==> config.mk <==
export PLATFORM = sky130hd
export DESIGN_NAME = gshare_predictor_flat
export DESIGN_NICKNAME = d
export VERILOG_FILES = /design/src/rtl/gshare_predictor_if.sv /design/src/rtl/gshare_predictor.sv /design/src/flat_wrapper.sv
export SDC_FILE = /design/constraint.sdc
export NUM_CORES = 1
export LEC_CHECK = 0
export CAP_MARGIN = 20
export CORE_ASPECT_RATIO = 1.2
export CORE_MARGIN = 3
export CORE_UTILIZATION = 25
export DETAILED_ROUTE_END_ITERATION = 10
export PLACE_DENSITY_LB_ADDON = 0.15
export SLEW_MARGIN = 20
export SYNTH_ARGS = -nofsm -noshare
export SYNTH_HDL_FRONTEND = slang
export SYNTH_SLANG_ARGS = --single-unit
==> constraint.sdc <==
create_clock -name clk -period 34.4 [get_ports clk]
set_input_delay 3.44 -clock clk [delete_from_list [all_inputs] [get_ports clk]]
set_output_delay 3.44 -clock clk [all_outputs]
set_load 0.005 [all_outputs]
==> src/rtl/gshare_predictor_if.sv <==
// rtl/gshare_predictor_if.sv - lookup/update/status bundle between the core pipeline and the gshare predictor
interface gshare_predictor_if #(
    parameter int IDX_W = 8,
    parameter int GH_W  = 8
);
    logic             pred_valid;
    logic [31:0]      pred_pc;
    logic             pred_taken;
    logic [IDX_W-1:0] pred_idx;
    logic [GH_W-1:0]  pred_ghist;
    logic             upd_valid;
    logic [IDX_W-1:0] upd_idx;
    logic             upd_taken;
    logic             upd_mispred;
    logic [GH_W-1:0]  upd_ghist;
    logic             init_busy;

    // core side: issues lookups and resolutions
    modport master (
        output pred_valid, pred_pc, upd_valid, upd_idx, upd_taken, upd_mispred, upd_ghist,
        input  pred_taken, pred_idx, pred_ghist, init_busy
    );

    // predictor side
    modport slave (
        input  pred_valid, pred_pc, upd_valid, upd_idx, upd_taken, upd_mispred, upd_ghist,
        output pred_taken, pred_idx, pred_ghist, init_busy
    );
endinterface

==> src/rtl/gshare_predictor.sv <==
// rtl/gshare_predictor.sv - gshare direction predictor with speculative history and init sweep (optional BP_BYPASS_EN forwarding)
module gshare_predictor #(
    parameter int IDX_W    = 8,
    parameter int GH_W     = 8,
    parameter int CTR_W    = 2,
    parameter int CTR_INIT = 1
) (
    input  logic               clk,
    input  logic               rst,
    gshare_predictor_if.slave  bp
);
    localparam int DEPTH = 1 << IDX_W;
    localparam logic [CTR_W-1:0] CTR_MAX    = '1;
    localparam logic [CTR_W-1:0] CTR_INIT_V = CTR_W'(CTR_INIT);
    localparam logic [IDX_W-1:0] SWEEP_LAST = '1;

    typedef enum logic {S_INIT, S_READY} state_t;

    state_t           r_state;
    logic [IDX_W-1:0] r_sweep;
    logic [GH_W-1:0]  r_spec_gh;
    logic             r_init_busy;
    logic [CTR_W-1:0] r_table [0:DEPTH-1];

    logic             w_ready;
    logic [IDX_W-1:0] w_gh_ext;
    logic [IDX_W-1:0] w_idx;
    logic [CTR_W-1:0] w_ctr_old;
    logic [CTR_W-1:0] w_ctr_next;
    logic [CTR_W-1:0] w_ctr_stored;
    logic             w_taken_raw;
    logic [GH_W-1:0]  w_gh_shift;
    logic [GH_W-1:0]  w_gh_restore;
    logic [31-IDX_W:0] w_unused_pc;

    assign w_ready     = (r_state == S_READY);
    assign w_unused_pc = {bp.pred_pc[31:IDX_W+2], bp.pred_pc[1:0]};

    // zero-extend the speculative history up to the index width
    always_comb begin
        w_gh_ext               = '0;
        w_gh_ext[GH_W-1:0]     = r_spec_gh;
    end

    assign w_idx        = bp.pred_pc[IDX_W+1:2] ^ w_gh_ext;
    assign w_ctr_stored = r_table[w_idx];

    // saturating counter step for the resolving branch
    always_comb begin
        w_ctr_old  = r_table[bp.upd_idx];
        w_ctr_next = w_ctr_old;
        if (bp.upd_taken) begin
            if (w_ctr_old != CTR_MAX) w_ctr_next = w_ctr_old + CTR_W'(1);
        end else begin
            if (w_ctr_old != '0) w_ctr_next = w_ctr_old - CTR_W'(1);
        end
    end

`ifdef BP_BYPASS_EN
    logic w_fwd;
    // a same-cycle update to the looked-up entry is forwarded to the prediction
    assign w_fwd       = w_ready && bp.upd_valid && (bp.upd_idx == w_idx);
    assign w_taken_raw = w_fwd ? w_ctr_next[CTR_W-1] : w_ctr_stored[CTR_W-1];
`else
    assign w_taken_raw = w_ctr_stored[CTR_W-1];
`endif

    // history shift on lookup and rebuild from the checkpoint on mispredict
    generate
        if (GH_W == 1) begin : g_gh1
            logic w_unused_gh;
            assign w_unused_gh  = bp.upd_ghist[0];
            assign w_gh_shift   = bp.pred_taken;
            assign w_gh_restore = bp.upd_taken;
        end else begin : g_ghn
            logic w_unused_gh;
            assign w_unused_gh  = bp.upd_ghist[GH_W-1];
            assign w_gh_shift   = {r_spec_gh[GH_W-2:0], bp.pred_taken};
            assign w_gh_restore = {bp.upd_ghist[GH_W-2:0], bp.upd_taken};
        end
    endgenerate

    assign bp.pred_taken = w_ready & w_taken_raw;
    assign bp.pred_idx   = w_idx;
    assign bp.pred_ghist = r_spec_gh;
    assign bp.init_busy  = r_init_busy;

    // INIT/READY control: sweep pointer, speculative history, busy flag
    always_ff @(posedge clk) begin
        if (rst) begin
            r_state     <= S_INIT;
            r_sweep     <= '0;
            r_spec_gh   <= '0;
            r_init_busy <= 1'b1;
        end else begin
            case (r_state)
                S_INIT: begin
                    r_sweep <= r_sweep + IDX_W'(1);
                    if (r_sweep == SWEEP_LAST) begin
                        r_state     <= S_READY;
                        r_init_busy <= 1'b0;
                    end
                end
                S_READY: begin
                    // the lookup sharing a cycle with a mispredict is on the flushed path
                    if (bp.upd_valid && bp.upd_mispred) r_spec_gh <= w_gh_restore;
                    else if (bp.pred_valid)             r_spec_gh <= w_gh_shift;
                end
                default: r_state <= S_INIT;
            endcase
        end
    end

    // counter storage: written only by the sweep or by resolved branches
    always_ff @(posedge clk) begin
        if (!rst) begin
            if (r_state == S_INIT)  r_table[r_sweep]     <= CTR_INIT_V;
            else if (bp.upd_valid)  r_table[bp.upd_idx]  <= w_ctr_next;
        end
    end
endmodule

==> src/flat_wrapper.sv <==
// flat-port wrapper written by rule: the top's interface ports become plain ports
module gshare_predictor_flat 
#(
    parameter int IDX_W    = 8,
    parameter int GH_W     = 8,
    parameter int CTR_W    = 2,
    parameter int CTR_INIT = 1
)
  (clk, rst, bp_pred_valid, bp_pred_pc, bp_upd_valid, bp_upd_idx, bp_upd_taken, bp_upd_mispred, bp_upd_ghist, bp_pred_taken, bp_pred_idx, bp_pred_ghist, bp_init_busy);
  gshare_predictor_if #(.IDX_W(IDX_W), .GH_W(GH_W)) bp_i ();
  input  logic clk;
  input  logic rst;
  input wire logic [$bits(bp_i.pred_valid)-1:0] bp_pred_valid;
  input wire logic [$bits(bp_i.pred_pc)-1:0] bp_pred_pc;
  input wire logic [$bits(bp_i.upd_valid)-1:0] bp_upd_valid;
  input wire logic [$bits(bp_i.upd_idx)-1:0] bp_upd_idx;
  input wire logic [$bits(bp_i.upd_taken)-1:0] bp_upd_taken;
  input wire logic [$bits(bp_i.upd_mispred)-1:0] bp_upd_mispred;
  input wire logic [$bits(bp_i.upd_ghist)-1:0] bp_upd_ghist;
  output wire logic [$bits(bp_i.pred_taken)-1:0] bp_pred_taken;
  output wire logic [$bits(bp_i.pred_idx)-1:0] bp_pred_idx;
  output wire logic [$bits(bp_i.pred_ghist)-1:0] bp_pred_ghist;
  output wire logic [$bits(bp_i.init_busy)-1:0] bp_init_busy;
  assign bp_i.pred_valid = bp_pred_valid;
  assign bp_i.pred_pc = bp_pred_pc;
  assign bp_i.upd_valid = bp_upd_valid;
  assign bp_i.upd_idx = bp_upd_idx;
  assign bp_i.upd_taken = bp_upd_taken;
  assign bp_i.upd_mispred = bp_upd_mispred;
  assign bp_i.upd_ghist = bp_upd_ghist;
  assign bp_pred_taken = bp_i.pred_taken;
  assign bp_pred_idx = bp_i.pred_idx;
  assign bp_pred_ghist = bp_i.pred_ghist;
  assign bp_init_busy = bp_i.init_busy;
  gshare_predictor #(.IDX_W(IDX_W), .GH_W(GH_W), .CTR_W(CTR_W), .CTR_INIT(CTR_INIT)) u_core (.clk(clk), .rst(rst), .bp(bp_i));
endmodule
* Yosys cells after proc, flatten, opt, wreduce, memory -nomap -nowiden
Memory sizes are Yosys's and may differ from the RTL's.
Cells that the tools add are included.
Widths: inputs -> output; s select.
** Storage, ports and cells
- Bits in registers :: 18
- RAM bits :: 512
- Word-level logic and storage cells :: 36
- Memories :: 1
** Memory list
- u_core.r_table :: words 256, width 2, rd ports 2, clocked after Yosys merged registers in 0, wr ports 1, line gshare_predictor.sv:23 : logic [CTR_W-1:0] r_table [0:DEPTH-1];
** Cells by class
- Add/subtract/negate cells :: 3
- Equality and inequality tests :: 2
- Muxes and demuxes :: 17
- Bitwise gates (word level) :: 3
- Reduce and logical (&&, ||, !) cells :: 6
** Operators by type and width (number)
- $mux 8 :: 3
- $mux 1 :: 10
- $add 8x1->8 const B :: 1
- $eq 8x8->1 const B :: 1
- $mux 2 :: 4
- $xor 8x8->8 :: 1
- $reduce_and 2->1 :: 2
- $reduce_bool 2->1 :: 2
- $add 2x1->2 const B :: 1
- $ne 2x2->1 const B :: 1
- $reduce_or 2->1 :: 1
- $sub 2x1->2 const B :: 1
- $and 1x1->1 :: 1
- $logic_and 1x1->1 :: 1
- $not 1->1 :: 1

* Logic depth before layout (Yosys ltp)
- Depth after elaboration :: 6
- Depth in mapped cells :: 12

* Worst setup path before layout
No wires, ideal clock.
- Path kind :: input to register
- Start :: input bp_upd_idx[0]
- End :: memory u_core.r_table[0][0] (data pin)
- Arrival :: 11744 ps
- Data required time :: 32945 ps
- Path slack :: 21200 ps
- Stages :: 11
- Buffers on the path :: 3
- Path through :: buf_2 -> buf_6 -> buf_2 -> mux4_2 -> a22oi_1 -> a21oi_1 -> nor4_1 -> o22ai_1 -> nor3_2 -> a21oi_1 -> o21ai_1
** Between the ends
- Word-level cells in the longest chain between the ends :: 5
- Elaborated cells between the ends (all ways) :: 9
- Classes of those cells :: add/sub: 2; eq/ne: 1; mux: 4; reduce/logical: 1; memory: 1
** RTL lines
- from (decl) :: line flat_wrapper.sv:16 : input wire logic [$bits(bp_i.upd_idx)-1:0] bp_upd_idx;
- $mem_v2 256x2 *
- $sub 2x1->2 (tied with other cells) :: line gshare_predictor.sv:55 : if (w_ctr_old != '0) w_ctr_next = w_ctr_old - CTR_W'(1);
- $mux 2, on equally long branches :: line gshare_predictor.sv:55, gshare_predictor.sv:53
- $mux 2 * :: line gshare_predictor.sv:52 : if (bp.upd_taken) begin
- $mux 2 (no line) *
- to (decl) :: line gshare_predictor.sv:23
Every way passes the cells marked *; elsewhere a longest branch is shown, timed or not.

* Final worst setup path
- Start :: input bp_pred_pc[3]
- End :: output bp_pred_taken
** Between the ends
- Word-level cells in the longest chain between the ends :: 3
** RTL lines
- from (decl) :: line flat_wrapper.sv:14 : input wire logic [$bits(bp_i.pred_pc)-1:0] bp_pred_pc;
- $xor 8x8->8 :: line gshare_predictor.sv:45 : assign w_idx = bp.pred_pc[IDX_W+1:2] ^ w_gh_ext;
- $mem_v2 256x2
- $and 1x1->1 :: line gshare_predictor.sv:83 : assign bp.pred_taken = w_ready & w_taken_raw;
- to (decl) :: line flat_wrapper.sv:20 : output wire logic [$bits(bp_i.pred_taken)-1:0] bp_pred_taken;
Every way passes these cells.

==> results.md <==
- Number of clock sinks: 530
- DR vias/cell: 5.03
- Top cell type's share of synthesized area: 64.1%
- Routed WL: 78.9 mm
- Top FF cell, synth: edfxtp_1
- Longest Clk Path Bufs: 3
- Core Region: 94500 um2
- Post-route ant nets: 0
- Final nets: 1615
- Global-route wire length before repair: 113 mm
- Leakage: 9.07 nW
- Multiplexer share of the synthesized area: 17.9%
- Initial antenna violation count: 0
- I/O pin count: 72
- Post-synthesis adder-cell area fraction: 0.0939%
- CP Launch Type: input pin
- Post-synthesis cell area: 24000 um2
- Average size of a mapped cell: 15.7 um2
- Max_slew headroom: 30.3%
- FP Rows: 123
- Crit share post-route: 34.1%
- P per Cell Area: 50.3 nW/um2
- Reg power frac: 49.9%
- Synth area leaders: edfxtp_1, mux4_2, nor2_1
- Vias: 14.4k
- Root buffer cell: clkbuf_16
- Post-Syn Instances: 1525
- Pint: 0.00109 W
- CP max FO: 45
- Total power: 0.00140 W
- Final Hold Viols: 0
- WL met1: 32.5 mm
- CTS HTree Levels: 2
- Crit end category: output port
- Worst skew pair latency: 0.64 ns
- WS Path Type: input pin to output port
- Drt initial violations: 1268
- Clock power share: 45.1%
- Synth area leader: edfxtp_1
- Synthesized flop and latch total: 530
- Post-cts gate resize count: 0
- Commonest non-fill, non-tap cells in the layout: edfxtp_1, nor2_1, mux4_2
- Outcome: complete, no violations
- Comb pwr share: 5.0%
- Final min period: 11.74 ns
- Pin count of the biggest net entering global routing: 113
- Switching share of power: 22.4%
- Post-DP HPWL: 50.4 mm
- Die height: 345 um
- Fmax: 0.0852 GHz
- Buffers on Ports: 46
- Slew at the pin with the worst max-slew slack: 1.04 ns
- GPL Wtd Cong: 0.791
- CTS Buf Count: 57
- Worst Hold Class: register to register
- Drt drc: 0
- Pins Over Slew Limit: 0
- Cell variety after synth: 54
- Commonest non-fill, non-tap cell in the layout: edfxtp_1
- Largest family of logic cells by synthesized area: multiplexers
- Required @ worst endpoint: 30.96 ns
- VDD IR max: 0.0000407 V
- First drt pass iteration count: 5
- Vias in the first global route: 15.3k
- Postcts setup bufs: 0
- Xor/xnor cell area share of the yosys netlist: 0.642%
- Skew final: 0.0295 ns
- Synth Net Count: 1580
- DR WL/cell: 27.6 um
- Reg clk slew, reported paths: 0.06 ns
- Sequential share of the synthesized area: 65.6%
- Post-synth EDFFs: 512
- CTS hold repair buffers: 0
- TritonCTS clock tree: done
- DR WL met2: 40.3 mm
- Post-synthesis compound-gate area fraction: 5.11%
- GRT Overall Usage: 15.7%
- Top Layer Used: met4
- Unrepaired setup endpoints after global routing: false
- Max-cap violations: 0
- GR Overflow Total: 0
- Layout cell share with drive strength beyond 1: 21.3%
- Arrival time of the worst setup path: 8.30 ns
- Initial Util: 25.4%
- Asr flop ratio synth: 0%
- Routed met3 length: 3.78 mm
- Syn-to-layout area delta: 16.0%
- Full die area: 99700 um2
- Die Width: 289 um
- Simple-Gate Fraction of Synth Area: 8.32%
- N_diodes: 0
- Switching power: 0.000313 W
- TNS Setup: 0 ns
- Final setup viols: 0
- Syn. warnings: 0
[synthesized netlist by cell type, types with 10 or more instances]
master / count
clkbuf_1: 71
a21oi_1: 43
nand2_1: 74
nor4_1: 12
mux4_2: 180
o21ai_0: 13
nor2_1: 295
buf_2: 18
dfxtp_1: 18
nand3_1: 47
mux2i_1: 15
a22oi_1: 71
nand3b_1: 12
buf_1: 10
edfxtp_1: 512
[critical path: stages]
cell             delay (ns)
clkdlybuf4s50_1        0.45
xnor2_2                0.15
buf_4                  0.21
inv_4                  0.48
buf_4                  0.74
mux4_2                 0.60
o22ai_1                0.15
o21ai_0                0.10
a211oi_1               0.46
o31ai_1                0.20
o32ai_1                0.49
buf_4                  0.24
nor2_1                 0.05
clkdlybuf4s50_1        0.45
[metrics by stage]
stage	hold WS, ns	setup WS, ns	instance area, um2	cells	utilization [%]
global placement	0.464	22.54	25900	2750	27.4
finish	0.466	22.66	27800	2859	29.4
detailed placement	0.465	22.56	25900	2750	27.4
floorplan	0.449	21.20	24000	1525	-
global route	0.504	22.47	27800	2859	29.4
CTS	0.476	22.57	27800	2858	29.4
[power groups by stage]
stage | combinational [W] | clock (W) | sequential, W
finish | 0.0000701 | 0.000631 | 0.000698
CTS | 0.0000712 | 0.000646 | 0.000698
global route | 0.0000740 | 0.000673 | 0.000697
floorplan | 0.0000406 | 0 | 0.000711
global placement | 0.0000710 | 0 | 0.000712
detailed placement | 0.0000710 | 0 | 0.000712
[final cells by class]
type | instances | area (um2)
flip-flops and latches | 530 | 15700
multi-input cells | 872 | 7750
clock inverters | 44 | 403
inverters | 10 | 40.0
fillers | 9442 | 66700
clock buffers | 64 | 1500
repair buffers | 89 | 821
well taps | 1250 | 1560
[flip-flops by register name, summed over array words and instances (netlist names)]
signal,cells
u_core.r_table,512
u_core.bp.pred_ghist,8
u_core.r_sweep,8
u_core.bp.init_busy,1
u_core.r_state,1
[path summary, 6_finish.rpt]
path,startpoint,slack [ns],to,cells past startpoint
setup / recovery,bp_pred_pc[3],22.66,bp_pred_taken,14
hold / removal,u_core.bp.init_busy,0.47,u_core.bp.init_busy,2
hold reg to reg,u_core.bp.init_busy,0.47,u_core.bp.init_busy,2
setup reg to reg,u_core.bp.pred_ghist[1],29.80,u_core.bp.pred_ghist[0],12
[cell families after synthesis]
group	Yosys count
compound gates	179
xor+xnor	15
fa+ha+maj	2
buf+inv	123
flops	530
mux	202
simple gates	474
[routing by layer]
| layer | GRT usage, % | vias to the layer above |
|---|---|---|
| li1 | - | 6147 |
| met2 | 27.6 | 479 |
| met5 | 0 | - |
| met4 | 4.67 | 0 |
| met1 | 20.0 | 7632 |
| met3 | 2.14 | 119 |
(Power assumes the default switching activity.)
